$ cat src/rtl/pipe_pkg.sv
// Shared widths and payload bundles for the pipelined core's inter-stage registers.
// Stages pack and unpack through these structs so field order stays consistent.
package pipe_pkg;

  // ID/EX
  localparam int DE_DATA_W = 175;
  localparam int DE_CTRL_W = 10;
  // EX/MEM
  localparam int EM_DATA_W = 101;
  localparam int EM_CTRL_W = 4;
  // MEM/WB
  localparam int MW_DATA_W = 101;
  localparam int MW_CTRL_W = 3;

  typedef struct packed {
    logic [31:0] rd1;
    logic [31:0] rd2;
    logic [31:0] pc;
    logic [4:0]  rs1;
    logic [4:0]  rs2;
    logic [4:0]  rd;
    logic [31:0] imm_ext;
    logic [31:0] pc_plus4;
  } de_data_t;

  typedef struct packed {
    logic       reg_write;
    logic [1:0] result_src;
    logic       mem_write;
    logic       jump;
    logic       branch;
    logic [2:0] alu_control;
    logic       alu_src;
  } de_ctrl_t;

  typedef struct packed {
    logic [31:0] alu_result;
    logic [31:0] write_data;
    logic [4:0]  rd;
    logic [31:0] pc_plus4;
  } em_data_t;

  typedef struct packed {
    logic       reg_write;
    logic       mem_write;
    logic [1:0] result_src;
  } em_ctrl_t;

  typedef struct packed {
    logic [31:0] alu_result;
    logic [31:0] read_data;
    logic [4:0]  rd;
    logic [31:0] pc_plus4;
  } mw_data_t;

  typedef struct packed {
    logic       reg_write;
    logic [1:0] result_src;
  } mw_ctrl_t;

  // EX/MEM bit offsets (LSB of each field) within the flat payload
  localparam int EM_PC4_LSB = 0;
  localparam int EM_RD_LSB  = 32;
  localparam int EM_WD_LSB  = 37;
  localparam int EM_ALU_LSB = 69;

endpackage

$ cat src/rtl/pipe_skid_slot.sv
// Overflow slot for the elastic stage: one beat of payload + control with a valid flag.
// Clear beats load so a flush always empties the slot.
module pipe_skid_slot
  import pipe_pkg::*;
#(
  parameter int DATA_W = EM_DATA_W,
  parameter int CTRL_W = EM_CTRL_W
) (
  input  logic              clk,
  input  logic              reset,
  input  logic              i_load,
  input  logic              i_clear,
  input  logic [DATA_W-1:0] i_data,
  input  logic [CTRL_W-1:0] i_ctrl,
  output logic              o_valid,
  output logic [DATA_W-1:0] o_data,
  output logic [CTRL_W-1:0] o_ctrl
);

  logic              r_valid;
  logic [DATA_W-1:0] r_data;
  logic [CTRL_W-1:0] r_ctrl;

  always_ff @(posedge clk or posedge reset) begin
    if (reset) begin
      r_valid <= 1'b0;
      r_data  <= '0;
      r_ctrl  <= '0;
    end else if (i_clear) begin
      r_valid <= 1'b0;
      r_ctrl  <= '0;
    end else if (i_load) begin
      r_valid <= 1'b1;
      r_data  <= i_data;
      r_ctrl  <= i_ctrl;
    end
  end

  assign o_valid = r_valid;
  assign o_data  = r_data;
  assign o_ctrl  = r_ctrl;

endmodule

$ cat src/rtl/pipe_stage_reg.sv
// Elastic valid/ready pipeline register with flush and optional skid slot.
// Control bits read zero whenever no valid beat is held.
module pipe_stage_reg
  import pipe_pkg::*;
#(
  parameter int DATA_W = EM_DATA_W,
  parameter int CTRL_W = EM_CTRL_W,
  parameter int SKID   = 0
) (
  input  logic              clk,
  input  logic              reset,
  input  logic              in_valid,
  output logic              in_ready,
  input  logic [DATA_W-1:0] in_data,
  input  logic [CTRL_W-1:0] in_ctrl,
  input  logic              flush,
  output logic              out_valid,
  input  logic              out_ready,
  output logic [DATA_W-1:0] out_data,
  output logic [CTRL_W-1:0] out_ctrl
);

  logic              r_alive;
  logic              r_valid;
  logic [DATA_W-1:0] r_data;
  logic [CTRL_W-1:0] r_ctrl;

  logic              w_in_fire;
  logic              w_out_fire;
  logic              w_skid_valid;
  logic [DATA_W-1:0] w_skid_data;
  logic [CTRL_W-1:0] w_skid_ctrl;

  // r_alive holds in_ready low until the first edge after reset releases
  generate
    if (SKID != 0) begin : g_skid
      logic w_skid_load;
      logic w_skid_clear;

      assign w_skid_load  = w_in_fire & r_valid & ~out_ready & ~flush;
      assign w_skid_clear = flush | (w_skid_valid & w_out_fire);
      assign in_ready     = r_alive & ~w_skid_valid;

      pipe_skid_slot #(.DATA_W(DATA_W), .CTRL_W(CTRL_W)) u_skid (
        .clk     (clk),
        .reset   (reset),
        .i_load  (w_skid_load),
        .i_clear (w_skid_clear),
        .i_data  (in_data),
        .i_ctrl  (in_ctrl),
        .o_valid (w_skid_valid),
        .o_data  (w_skid_data),
        .o_ctrl  (w_skid_ctrl)
      );
    end else begin : g_noskid
      assign w_skid_valid = 1'b0;
      assign w_skid_data  = '0;
      assign w_skid_ctrl  = '0;
      assign in_ready     = r_alive & (out_ready | ~r_valid);
    end
  endgenerate

  assign w_in_fire  = in_valid & in_ready;
  assign w_out_fire = r_valid & out_ready;

  always_ff @(posedge clk or posedge reset) begin
    if (reset) begin
      r_alive <= 1'b0;
      r_valid <= 1'b0;
      r_data  <= '0;
      r_ctrl  <= '0;
    end else begin
      r_alive <= 1'b1;
      if (flush) begin
        r_valid <= 1'b0;
        r_ctrl  <= '0;
      end else if (w_skid_valid && w_out_fire) begin
        r_valid <= 1'b1;
        r_data  <= w_skid_data;
        r_ctrl  <= w_skid_ctrl;
      end else if (w_in_fire && (!r_valid || w_out_fire)) begin
        r_valid <= 1'b1;
        r_data  <= in_data;
        r_ctrl  <= in_ctrl;
      end else if (w_out_fire) begin
        r_valid <= 1'b0;
        r_ctrl  <= '0;
      end
    end
  end

  assign out_valid = r_valid;
  assign out_data  = r_data;
  assign out_ctrl  = r_ctrl;

endmodule

$ cat config.mk
export PLATFORM = sky130hd
export DESIGN_NAME = pipe_stage_reg
export DESIGN_NICKNAME = d
export VERILOG_FILES = /design/src/rtl/pipe_pkg.sv /design/src/rtl/pipe_skid_slot.sv /design/src/rtl/pipe_stage_reg.sv
export SDC_FILE = /design/constraint.sdc
export NUM_CORES = 1
export LEC_CHECK = 0
export ABC_AREA = 1
export CORE_ASPECT_RATIO = 1.25
export CORE_MARGIN = 2
export CORE_UTILIZATION = 37
export DETAILED_ROUTE_END_ITERATION = 6
export GPL_ROUTABILITY_DRIVEN = 0
export PLACE_DENSITY = 0.73
export SYNTH_ARGS = -nofsm -noshare
export SYNTH_HDL_FRONTEND = slang
export SYNTH_SLANG_ARGS = --single-unit
$ cat constraint.sdc
create_clock -name clk -period 3.62 [get_ports clk]
set_input_delay 0.724 -clock clk [delete_from_list [all_inputs] [get_ports clk]]
set_output_delay 0.724 -clock clk [all_outputs]
set_load 0.005 [all_outputs]
==> reports/qor_table.md, run 1 <==
| Group | Metric | Reported |
| --- | --- | --- |
| worst setup path | Required time at the worst-slack endpoint | 2900 ps |
| worst setup path | Endpoint of the lowest-slack register-to-register path | out_data[70] |
| sta | Highest clock rate | 368 MHz |
| floorplanning | Die area | 13000 sq um |
| worst setup path | Largest fanout on the critical path | 2 |
| place | DP HPWL | 8930 microns |
| floorplanning | # rows | 44 |
| logic synthesis | Post-Syn Instances | 480 |
| clock tree | CTS Buf Count | 9 |
| clock tree | Hold_buf cts | 0 |
| detailed routing | Wire length after detailed routing | 13300 microns |
| pwr | Leakage | 3.26 nW |
| detailed routing | Initial DRC Count | 220 |
| worst setup path | Critical path startpoint | out_ready |
| worst setup path | Data arrival time of the critical path | 1990 ps |
| hold path | HP Class | reg2reg |
| clock tree | Num Clock Sinks | 107 |
| logic synthesis | Commonest cells in the netlist | sky130_fd_sc_hd__nand2_1, sky130_fd_sc_hd__dfrtp_1, sky130_fd_sc_hd__nand4_1, sky130_fd_sc_hd__clkbuf_1, sky130_fd_sc_hd__buf_2 |
| place | Pre-CTS setup slack | 904 ps |
| worst setup path | Critical path startpoint category | input pin |
| cells and area | Synthesis-to-layout area growth | 55.1% |
| logic synthesis | Top post-synthesis cells by area | sky130_fd_sc_hd__dfrtp_1, sky130_fd_sc_hd__nand2_1, sky130_fd_sc_hd__nand4_1, sky130_fd_sc_hd__buf_6, sky130_fd_sc_hd__clkbuf_1 |
| global routing | First-pass GRT wire length | 21000 microns |
| worst setup path | Reg-to-reg slack, setup | 1740 ps |
| logic synthesis | Total standard cell area after synthesis | 4460 sq um |
| global routing | Initial antenna violation count | 0 |
| clock tree | Longest Clk Path Bufs | 2 |
| detailed routing | Number of vias after detailed routing | 4243 |
| sta | Share of the clock period used by the worst path | 0.751 |
| detailed routing | Number of nets with antenna violations after detailed routing | 0 |
| floorplanning | Horizontal die dimension | 102 microns |
| global routing | Via count of the first global-routing pass | 4147 |
| clock tree | CTS tree | yes |
| sta | Final number of max-transition violations | 0 |
| detailed routing | Routed wire per std cell | 16.0 microns |
| sta | Setup ws final | 902 ps |
| cells and area | Layout cells sized above 1 | 0.0358 |
| run status | Result of the run | finished clean |
| detailed routing | Via-to-Cell Ratio | 5.10 |
| pwr | Pwr per Cell Area | 478 nW/um^2 |
| logic synthesis | Post-synth EDFFs | 0 |
| place | PortBufs | 216 |
| logic synthesis | Area leader, netlist | sky130_fd_sc_hd__dfrtp_1 |
| worst setup path | Kind of end point of the critical path | primary output |
| clock tree | Post-CTS sizing | 0 |
| logic synthesis | Post-synth top flop | sky130_fd_sc_hd__dfrtp_1 |
| global routing | Grt ovf | 0 |
| sta | Setup repair after global routing missed its margin | no |
| cells and area | Total number of nets in the final design | 778 |
| flow run | Maximum Capacitance Violations | 0 |
| global routing | Largest net degree at the start of global routing | 106 |
| floorplanning | Overall die height | 127 microns |
| global routing | Global-route usage over all layers | 0.203 |
| floorplanning | Effective utilization at floorplan | 0.383 |
| floorplanning | Number of primary I/O pins | 217 |
| cells and area | Fill cell instance count of the final layout | 1050 |
| logic synthesis | Number of library cell types mapped by synthesis | 13 |
| worst setup path | Worst Setup EP | in_ready |
| logic synthesis | Count leader, synth | sky130_fd_sc_hd__nand2_1 |
| floorplanning | Standard cell core area | 11700 sq um |
| logic synthesis | Async set-reset flop share out of synthesis | 1.00 |
| logic synthesis | Flop and latch count out of synthesis | 107 |
| logic synthesis | Area share of the largest cell type after synthesis | 0.600 |
| sta | Time the final worst path needs with I/O delays and setup | 2720 ps |
| logic synthesis | Synthesized net count | 590 |
| sta | Relative slew margins | 0.316 |
| clock tree | Clock slew seen by the registers of the worst setup and hold paths | 60 ps |
| logic synthesis | Count of warnings emitted by yosys | 0 |
| clock tree | Number of post-CTS setup repair buffers | 0 |
| worst setup path | Setup Crit Path Kind | in2out |
| worst setup path | Logic depth of the worst register-to-register path | 4 |
| sta | Final setup skew | 7.35 ps |
| clock tree | Clock Latency Late Sink | 330 ps |
| detailed routing | DRT Pass-1 Iters | 6 |
| detailed routing | DRC errors left | 0 |
| cells and area | Antenna diode count | 0 |
| logic synthesis | Mean cell area of the mapped netlist | 9.30 sq um |
| clock tree | CTS H-Tree Depth | 3 |
| sta | Final Hold Vio Count | 0 |
| clock tree | Clock root buffer | sky130_fd_sc_hd__clkbuf_16 |
| pwr | Maximum VDD drop | 0.303 mV |
| sta | Total negative slack | 0 ps |
| sta | Slew at the pin closest to its max-slew limit | 1030 ps |
| logic synthesis | Fraction of the yosys area taken by sequential cells | 0.600 |
| worst setup path | Start of the worst register-to-register path | out_valid |
| sta | Total of endpoints with negative setup slack in the final report | 0 |
## cells by family (layout without fill, tap and decap cells)
kind of cell / count (synthesis) / count (layout) / synth area share
AOI/OAI and AO/OA: 2 / 2 / 0.00476
buffers and inverters: 50 / 241 / 0.0647
DFF: 107 / 107 / 0.600
other: 1 / 1 / 0.000840
and+or+nand+nor: 320 / 320 / 0.330
## report_power, final
group          internal [mW]  switching, mW  leakage [nW]  total (mW)
clock                  0.546          0.409         0.141       0.955
sequential              1.39          0.108          1.33        1.50
combinational          0.523          0.335          1.79       0.859
## final cells by class
cell class	count	area, sq um	area share
inverter	5	21.3	0.00307
clock inverter	3	40.0	0.00578
multi-input combinational	323	1500	0.216
timing repair buffer	222	2240	0.324
clock buffer	11	243	0.0351
tap	161	201	0.0291
sequential	107	2680	0.387
## flip-flops by register name, indices dropped and copies added (netlist names)
name,flops
out_data,101
out_ctrl,4
r_alive,1
out_valid,1
## through the flow
stage / utilization / area [sq um] / instances / hold slack [ps] / total power [mW]
5_1_grt: 0.593 / 6920 / 832 / 498 / 3.49
3_5_place_dp: 0.569 / 6640 / 818 / 464 / 2.38
2_1_floorplan: - / 4460 / 480 / 473 / 1.79
6_report: 0.593 / 6920 / 832 / 481 / 3.31
4_1_cts: 0.593 / 6920 / 832 / 483 / 3.35
3_3_place_gp: 0.569 / 6640 / 818 / 461 / 2.36
## how the worst min path moves through the flow
stage	from	end	cells past startpoint
2_1_floorplan	out_data[32]	out_data[32]	2
3_3_place_gp	out_data[24]	out_data[24]	2
3_5_place_dp	out_data[95]	out_data[95]	2
4_1_cts	out_data[24]	out_data[24]	2
5_1_grt	out_data[79]	out_data[79]	2
6_report	out_data[5]	out_data[5]	2
## metal layers
| layer | global-route usage | vias to the layer above | share of wire |
|---|---|---|---|
| met3 | 0.0545 | 13 | 0.079 |
| met5 | 0 | - | 0 |
| met1 | 0.268 | 2053 | 0.42 |
| met2 | 0.328 | 176 | 0.49 |
| met4 | 0.0596 | 0 | 0.013 |
| li1 | - | 2001 | - |
## placed cells by master, fill, tap and decap left out
master,n
sky130_fd_sc_hd__clkbuf_8,1
sky130_fd_sc_hd__inv_2,2
sky130_fd_sc_hd__a21oi_4,1
sky130_fd_sc_hd__clkbuf_1,1
sky130_fd_sc_hd__clkbuf_16,9
sky130_fd_sc_hd__nand2_1,209
sky130_fd_sc_hd__conb_1,1
sky130_fd_sc_hd__a21oi_1,1
sky130_fd_sc_hd__nand3_1,5
sky130_fd_sc_hd__inv_4,1
sky130_fd_sc_hd__buf_12,3
sky130_fd_sc_hd__clkinv_2,2
sky130_fd_sc_hd__inv_1,2
sky130_fd_sc_hd__buf_4,4
sky130_fd_sc_hd__dfrtp_1,107
sky130_fd_sc_hd__bufinv_16,1
sky130_fd_sc_hd__nand4_1,106
sky130_fd_sc_hd__clkdlybuf4s50_1,215
## critical path, cell delays in order
cell                              delay, ps
sky130_fd_sc_hd__clkdlybuf4s50_1        490
sky130_fd_sc_hd__inv_1                   80
sky130_fd_sc_hd__a21oi_4                140
sky130_fd_sc_hd__clkdlybuf4s50_1        550
Note: power is estimated with default switching activity, not from simulation.
==> run 2: changes to the inputs <==
--- a/config.mk
+++ b/config.mk
@@ -8,10 +8,10 @@
 export ABC_AREA = 1
 export CORE_ASPECT_RATIO = 1.25
 export CORE_MARGIN = 2
-export CORE_UTILIZATION = 37
+export CORE_UTILIZATION = 41
 export DETAILED_ROUTE_END_ITERATION = 6
 export GPL_ROUTABILITY_DRIVEN = 0
-export PLACE_DENSITY = 0.73
+export PLACE_DENSITY = 0.77
 export SYNTH_ARGS = -nofsm -noshare
 export SYNTH_HDL_FRONTEND = slang
 export SYNTH_SLANG_ARGS = --single-unit
==> constraint.sdc (replaced) <==
create_clock -name clk -period 2.8 [get_ports clk]
set_input_delay 0.56 -clock clk [delete_from_list [all_inputs] [get_ports clk]]
set_output_delay 0.56 -clock clk [all_outputs]
set_load 0.005 [all_outputs]
==> run 2 against run 1 <==
Cell count down 3.4%; total power is 32% higher; combinational power is 29% higher; non-clock buffer count unchanged; global-route usage is 2.3 points higher; critical path type unchanged; highest routed layer unchanged.
==> reports/qor_table.md, run 2 (synthesized netlist as in run 1, its figures left out) <==
| Group | Metric | Reported |
| --- | --- | --- |
| sta | Time the final worst path needs with I/O delays and setup | 2390 ps |
| floorplanning | Standard cell core area | 10600 sq um |
| global routing | Largest net degree at the start of global routing | 108 |
| cells and area | Fill cell instance count of the final layout | 837 |
| clock tree | Longest Clk Path Bufs | 2 |
| run status | Result of the run | finished clean |
| worst setup path | Setup Crit Path Kind | in2out |
| detailed routing | Number of nets with antenna violations after detailed routing | 0 |
| cells and area | Antenna diode count | 0 |
| floorplanning | Number of primary I/O pins | 217 |
| pwr | Cell-internal power | 3.25 mW |
| clock tree | Post-CTS sizing | 0 |
| sta | Highest clock rate | 418 MHz |
| sta | Relative slew margins | 0.304 |
| worst setup path | Most common cell type on the critical path | sky130_fd_sc_hd__clkdlybuf4s50_1 |
| sta | Setup repair after global routing missed its margin | no |
| global routing | Grt ovf | 0 |
| clock tree | Hold_buf cts | 0 |
| clock tree | Number of post-CTS setup repair buffers | 0 |
| worst setup path | Data arrival time of the critical path | 1830 ps |
| cells and area | Most frequent cells in the layout | sky130_fd_sc_hd__clkdlybuf4s50_1, sky130_fd_sc_hd__nand2_1, sky130_fd_sc_hd__dfrtp_1 |
| pwr | Sequential power share | 0.444 |
| sta | Total of endpoints with negative setup slack in the final report | 0 |
| sta | Total negative slack | 0 ps |
| worst setup path | Crit-path slowest cell | sky130_fd_sc_hd__clkdlybuf4s50_1 |
| cells and area | Synthesis-to-layout area growth | 54.8% |
| worst setup path | Largest fanout on the critical path | 2 |
| sta | Slew at the pin closest to its max-slew limit | 1040 ps |
| floorplanning | # rows | 42 |
| global routing | Via count of the first global-routing pass | 4213 |
| floorplanning | Die area | 11700 sq um |
| worst setup path | Chain of cells forming the critical path | clkdlybuf4s50_1 > inv_1 > a21oi_4 > clkdlybuf4s50_1 |
| global routing | Initial antenna violation count | 0 |
| pwr | Proportion of power drawn by the clock network | 0.301 |
| pwr | Leakage | 3.27 nW |
| worst setup path | Maximum single-stage delay on the critical path | 580 ps |
| detailed routing | DRT Pass-1 Iters | 4 |
| flow run | Maximum Capacitance Violations | 0 |
| floorplanning | Horizontal die dimension | 97.3 microns |
| cells and area | Max FFs per register | 101 |
| cells and area | Layout cells sized above 1 | 0.0372 |
| floorplanning | Effective utilization at floorplan | 0.421 |
| place | DP HPWL | 8490 microns |
| detailed routing | Number of vias after detailed routing | 4274 |
| clock tree | Clock slew seen by the registers of the worst setup and hold paths | 70 ps |
| worst setup path | Critical path startpoint category | input pin |
| pwr | Switching component of the power | 1.11 mW |
| worst setup path | Buffers & Inverters on Critical Path | 3 |
| cells and area | Utilization after layout | 0.651 |
| clock tree | Clock root buffer | sky130_fd_sc_hd__clkbuf_16 |
| sta | Final Hold Vio Count | 0 |
| worst setup path | Required time at the worst-slack endpoint | 2240 ps |
| clock tree | CTS Buf Count | 9 |
| pwr | Comb pwr share | 0.255 |
| pwr | Pwr per Cell Area | 631 nW/um^2 |
| worst setup path | Kind of end point of the critical path | primary output |
| cells and area | Total number of nets in the final design | 778 |
| place | PortBufs | 216 |
| global routing | First-pass GRT wire length | 21600 microns |
| sta | Share of the clock period used by the worst path | 0.855 |
| detailed routing | DRC errors left | 0 |
| clock tree | CTS H-Tree Depth | 3 |
| detailed routing | Initial DRC Count | 235 |
| worst setup path | Cell type group with the largest total delay on the critical path | buffers and inverters |
| clock tree | CTS tree | yes |
| detailed routing | Wire length after detailed routing | 13300 microns |
| cells and area | Most common library cell in the layout ignoring fill and taps | sky130_fd_sc_hd__clkdlybuf4s50_1 |
| clock tree | Clock Latency Late Sink | 340 ps |
| floorplanning | Overall die height | 121 microns |
| clock tree | Num Clock Sinks | 107 |
| detailed routing | Routed wire per std cell | 16.5 microns |
| hold path | HP Class | reg2reg |
| pwr | Switching share of total power | 0.255 |
| sta | Final setup skew | 8.24 ps |
| sta | Final number of max-transition violations | 0 |
| pwr | Maximum VDD drop | 0.379 mV |
| global routing | Global-route usage over all layers | 0.226 |
| detailed routing | Via-to-Cell Ratio | 5.32 |
-- run 2: cell types whose count changed in the layout (fill, tap and decap cells not counted), sizes merged --
cell	change
clkbuf	-1
inv	-1
clkinv	+1
bufinv	+1
clkinvlp	+1
-- run 2: final cells by class --
class | instances | area, sq um | share of cell area
clock inverters | 5 | 78.8 | 0.0114
flip-flops and latches | 107 | 2680 | 0.387
well taps | 132 | 165 | 0.0239
clock buffers | 10 | 229 | 0.0331
repair buffers | 222 | 2240 | 0.324
inverters | 5 | 22.5 | 0.00326
multi-input cells | 323 | 1500 | 0.217
-- run 2: per-layer routing --
layer / wire, microns / GRT usage
met1: 5500 / 0.295
met2: 6710 / 0.367
met5: 0 / 0
met4: 311 / 0.101
met3: 778 / 0.0480
-- run 2: worst register-to-register path, cell delays in order, from the launching register on --
cell                      delay, ps
sky130_fd_sc_hd__dfrtp_1        450
sky130_fd_sc_hd__a21oi_4        190
sky130_fd_sc_hd__buf_4          780
sky130_fd_sc_hd__nand4_1        290
sky130_fd_sc_hd__nand2_1        140
-- run 2: power by group through the flow --
stage          combinational (mW)  sequential (mW)  clock, mW
3_3_place_gp                 1.09             1.96          0
4_1_cts                      1.12             1.94       1.35
2_1_floorplan               0.334             1.98          0
6_report                     1.11             1.94       1.31
5_1_grt                      1.21             1.97       1.43
3_5_place_dp                 1.12             1.96          0
-- run 2: path summary, 6_finish.rpt --
| check | start | to | slack (ps) | depth (start not counted) |
|---|---|---|---|---|
| max reg2reg | out_valid | out_data[53] | 900 | 4 |
| min in group asynchronous | reset | out_data[30] | 710 | 3 |
| min reg2reg | out_data[75] | out_data[75] | 480 | 2 |
| min | out_data[75] | out_data[75] | 480 | 2 |
| max | out_ready | in_ready | 410 | 4 |
| max in group asynchronous | reset | out_data[83] | 1610 | 3 |
-- run 2: metrics by stage --
step                      power (mW)  setup slack, ps  instances  cell area, sq um  hold WS [ps]
after floorplan                 2.31              952        480              4470           473
after global placement          3.05              393        789              6610           461
after detailed placement        3.08              291        789              6610           465
after CTS                       4.42              391        804              6910           484
after global routing            4.60              372        804              6910           501
final                           4.36              407        804              6910           480
